File: src/rtl/reg_write_ctrl.sv
// reg_write_ctrl: owns the single write port of the pipeline register file.
// After reset it sweeps zeros into every entry. It then acts as the MEM/WB
// writeback register: it picks ALU or load data, drops writes to $zero,
// exports a forwarding copy of the in-flight write and counts retired writes.
module reg_write_ctrl #(
    parameter int DWIDTH   = 32,
    parameter int AWIDTH   = 5,
    parameter bit CLEAR_EN = 1'b1,
    parameter int CWIDTH   = 16
) (
    input  logic              r_clk,
    input  logic              r_rst,
    input  logic              in_valid,
    output logic              in_ready,
    input  logic              in_reg_write,
    input  logic              in_mem_to_reg,
    input  logic [AWIDTH-1:0] in_rd,
    input  logic [DWIDTH-1:0] in_alu_result,
    input  logic [DWIDTH-1:0] in_mem_data,
    output logic              r_wr_en,
    output logic [AWIDTH-1:0] r_addr_in,
    output logic [DWIDTH-1:0] r_data_in,
    output logic              fwd_valid,
    output logic [AWIDTH-1:0] fwd_addr,
    output logic [DWIDTH-1:0] fwd_data,
    output logic              init_done,
    output logic [CWIDTH-1:0] wb_count
);

    typedef enum logic {CLEAR, RUN} state_t;

    localparam logic [AWIDTH:0]   CNT_ONE = 1;
    localparam logic [CWIDTH-1:0] WB_ONE  = 1;

    state_t            state_reg, state_next;
    // One extra bit: the MSB rises after the last address has been issued,
    // which gives the extra edge that leaves CLEAR with r_wr_en low.
    logic [AWIDTH:0]   cnt_reg;
    logic              sweep_end;
    logic              accept;
    logic              issue;
    logic              wb_sat;
    logic [DWIDTH-1:0] wb_data;

    assign sweep_end = cnt_reg[AWIDTH];
    // Reset is folded in so that a CLEAR_EN=0 build does not advertise
    // readiness while it is held in reset.
    assign in_ready  = (state_reg == RUN) && !r_rst;
    assign accept    = in_valid && in_ready;
    assign issue     = in_reg_write && (in_rd != '0);
    assign wb_sat    = &wb_count;
    assign wb_data   = in_mem_to_reg ? in_mem_data : in_alu_result;

    // Clear writes are kept out of the forwarding path: r_wr_en is only ever
    // high in RUN for genuine writebacks, because the edge that enters RUN
    // also drops r_wr_en.
    assign fwd_valid = r_wr_en && (state_reg == RUN);
    assign fwd_addr  = r_addr_in;
    assign fwd_data  = r_data_in;

    // State register
    always_ff @(posedge r_clk or posedge r_rst) begin
        if (r_rst) begin
            state_reg <= CLEAR_EN ? CLEAR : RUN;
        end else begin
            state_reg <= state_next;
        end
    end

    // Next-state: leave CLEAR once every address has been written
    always_comb begin
        state_next = state_reg;
        case (state_reg)
            CLEAR:   if (sweep_end) state_next = RUN;
            RUN:     state_next = RUN;
            default: state_next = state_reg;
        endcase
    end

    // Write port, sweep counter, init flag and retired-write counter
    always_ff @(posedge r_clk or posedge r_rst) begin
        if (r_rst) begin
            cnt_reg   <= '0;
            r_wr_en   <= 1'b0;
            r_addr_in <= '0;
            r_data_in <= '0;
            init_done <= 1'b0;
            wb_count  <= '0;
        end else begin
            case (state_reg)
                CLEAR: begin
                    if (!sweep_end) begin
                        r_wr_en   <= 1'b1;
                        r_addr_in <= cnt_reg[AWIDTH-1:0];
                        r_data_in <= '0;
                        cnt_reg   <= cnt_reg + CNT_ONE;
                    end else begin
                        r_wr_en   <= 1'b0;
                        init_done <= 1'b1;
                    end
                end
                RUN: begin
                    init_done <= 1'b1;
                    if (accept) begin
                        r_wr_en   <= issue;
                        r_addr_in <= in_rd;
                        r_data_in <= wb_data;
                        if (issue && !wb_sat) begin
                            wb_count <= wb_count + WB_ONE;
                        end
                    end else begin
                        // Address and data hold; only the enable drops.
                        r_wr_en <= 1'b0;
                    end
                end
                default: r_wr_en <= 1'b0;
            endcase
        end
    end

endmodule

File: config.mk
export PLATFORM = sky130hd
export DESIGN_NAME = reg_write_ctrl
export DESIGN_NICKNAME = d
export VERILOG_FILES = /design/src/rtl/reg_write_ctrl.sv
export SDC_FILE = /design/constraint.sdc
export NUM_CORES = 1
export LEC_CHECK = 0
export ABC_AREA = 1
export ABC_CLOCK_PERIOD_IN_PS = 2530
export CAP_MARGIN = 20
export CORE_MARGIN = 5
export CORE_UTILIZATION = 40
export DETAILED_ROUTE_END_ITERATION = 7
export HOLD_SLACK_MARGIN = 0.12
export PLACE_DENSITY = 0.83
export SYNTH_ARGS = -nofsm -noshare
export SYNTH_HDL_FRONTEND = slang
export SYNTH_SLANG_ARGS = --single-unit
File: constraint.sdc
create_clock -name r_clk -period 2.53 [get_ports r_clk]
set_input_delay 0.3795 -clock r_clk [delete_from_list [all_inputs] [get_ports r_clk]]
set_output_delay 0.3795 -clock r_clk [all_outputs]
set_load 0.02 [all_outputs]
==> flow_summary.ini <==
[routing]
wirelength_mm = 10.1
dr.pass1.iters = 4
routed-via-count = 3406
drt-initial-drc-count = 103
drtAntennaViolNets = 0
drc = 0
wire_per_inst_um = 14.2
viasPerCell = 4.82

[floorplanning]
dieHeight_um = 104
die_area_um2 = 10800
core-area_um2 = 8680
start_util_pct = 40.7
rows = 34
io_pins = 168
die_w_um = 104

[synth]
synth_top_cell_area_share_pct = 43.9
synth.largest_area_cell = dfrtp_1
seq_area_frac_synth_pct = 43.9
synth_compound_area_share_pct = 10.9
syn_avg_cell_area_um2 = 7.56
synth_adder_area_share_pct = 0.709
synthXorXnorAreaFrac_pct = 2.48
synth_top_family_by_area = simple AND/OR/NAND/NOR gates
ys.warnings.count = 0
synthSimpleGateAreaFrac_pct = 27.5
syn_inst = 467
synthMuxAreaShare_pct = 0.319
synth_area_leaders = dfrtp_1 44%, nor2_1 14%, buf_4 9.1%, nand2_1 8.7%, o21ai_0 5.2%
synth.distinct_cells = 29
syn_nets = 543
synth_area_um2 = 3530
ys_ff_latch = 62

[grt]
gr-total-overflow = 0
grt_pass1_wl_mm = 16.4
grt_max_degree = 75
antenna_found_initial = 0
grt_pass1_vias = 3325
grt_usage_pct = 18.1

[setup_path]
crit_path_end_kind = output pin
rr_worst_depth = 8
path_class = reg2out
crit_family = buffers and inverters
required_ns = 2.15
cp.depth = 3
crit_arrival_ns = 1.66
cp_num_buf_inv = 2
slowest_stage = clkdlybuf4s50_1
path_cells = inv_4 > nor2_1 > clkdlybuf4s50_1
crit_fanout = 9
start_kind = flip-flop
max_stage_delay_ns = 0.61

[sta]
slew_violations = 0
tightest_slew_ns = 0.780
finalHoldViolCount = 0
max_freq_ghz = 0.491
relSlewSlack_pct = 48.0
finalCritPeriodShare_pct = 80.6
period_needed_ns = 2.04
fin_skew_ns = 0.0126
rsz0062_at_grt = false
finalSetupViolations = 0
holdWs_ns = 0.475
setup_tns_ns = 0

[final_layout]
drive_above_1_share_pct = 5.69
antenna_cells = 0
layout_commonest_cell = clkdlybuf4s50_1
fin_nets = 669
final_cell_mix = 167 x clkdlybuf4s50_1, 127 x nor2_1, 81 x nand2_1
area_delta_synth_final_pct = 47.0
final_area_um2 = 5190
largest_reg_flops = 32

[pwr]
p_leak_uw = 0.00219
max-vdd-ir-drop_mv = 0.290
p_total_uw = 3000
powerDensity_nw_per_um2 = 577

[clock_network]
numCtsBuffers = 9
clk_latency_ns = 0.33
cts-hold-fix-buffers = 0
cts_root_buf = clkbuf_8
cts.clk_slew.worst_paths_ns = 0.07
htreeDepth = 3
cts_buffer_depth = 2
cts_tree = built
cts_resized = 0
post_cts_buffers = 0
cts.sinks = 62

[placed_design]
port_buffers = 167
dpl.hpwl_mm = 7.67
place_congestion = 0.856
dpl_cell_area_um2 = 4990

[hold_path]
hold_class = reg2reg
hold_depth = 1

[flow_run]
maxCapViolations = 0

[status]
outcome = finished, final reports clean
synth_stat cells:
cell type	instances
nor2_1	127
nand2_1	82
dfrtp_1	62
buf_4	43
o21ai_0	37
a21oi_1	32
inv_1	19
nand3_1	13
xnor2_1	8
buf_2	7
a31oi_1	5
clkbuf_1	5
nand4_1	5
nand2_4	3
buf_6	2
ha_1	2
nor2_2	2
xor2_1	2
buf_8	1
clkinv_1	1
clkinv_2	1
inv_4	1
mux2_2	1
nand2_2	1
nand3b_1	1
nand4_2	1
nor2_4	1
o31ai_1	1
or2_2	1
metal layers:
| layer | up-vias | wire [um] | global-route usage (%) |
|---|---|---|---|
| li1 | 1697 | - | - |
| met3 | 15 | 692 | 4.53 |
| met1 | 1559 | 4230 | 22.2 |
| met2 | 135 | 4950 | 31.1 |
| met4 | 0 | 187 | 6.01 |
| met5 | - | 0 | 0 |
kinds of logic after synthesis:
family / count (synthesis)
AO/OA/AOI/OAI: 75
XOR/XNOR: 10
adder cells (fa/ha/maj): 2
buffers and inverters: 80
flip-flops: 62
multiplexers: 1
AND/OR/NAND/NOR: 237
cell type report:
| cell class | count | area, um^2 |
|---|---|---|
| tap | 108 | 135 |
| inverter | 22 | 90.1 |
| clock inverter | 3 | 42.5 |
| multi-input combinational | 325 | 1480 |
| timing repair buffer | 173 | 1730 |
| clock buffer | 13 | 159 |
| sequential | 62 | 1550 |
| fill | 762 | 3490 |
worst register-to-register path, cell delays in order, from the launching register on:
cell and delay, ns:
dfrtp_1 0.45, ha_1 0.30, inv_1 0.09, nor2_2 0.04, nand2_2 0.10, nor2_1 0.07, nor2_2 0.39, o21ai_0 0.17
nand2_1 0.08
final timing paths:
check / from / end / slack (ns)
max in group asynchronous: r_rst / fwd_data[31] / 1.30
min in group asynchronous: r_rst / wb_count[15] / 0.72
hold reg to reg: init_done / init_done / 0.47
hold / removal: init_done / init_done / 0.47
setup / recovery: state_reg / in_ready / 0.49
setup reg to reg: wb_count[0] / wb_count[8] / 0.78
metrics by stage:
step | worst slack [ns] | instances | utilization [%]
CTS | 0.466 | 706 | 59.8
global placement | 0.586 | 690 | 57.5
global route | 0.369 | 706 | 59.8
detailed placement | 0.555 | 690 | 57.5
floorplan | 0.420 | 467 | -
finish | 0.492 | 706 | 59.8
report_power, final:
part / total [uW] / switching, uW / internal (uW)
Combinational: 939 / 464 / 475
Sequential: 1180 / 94.7 / 1090
Clock: 875 / 367 / 508
(Power assumes the default switching activity.)
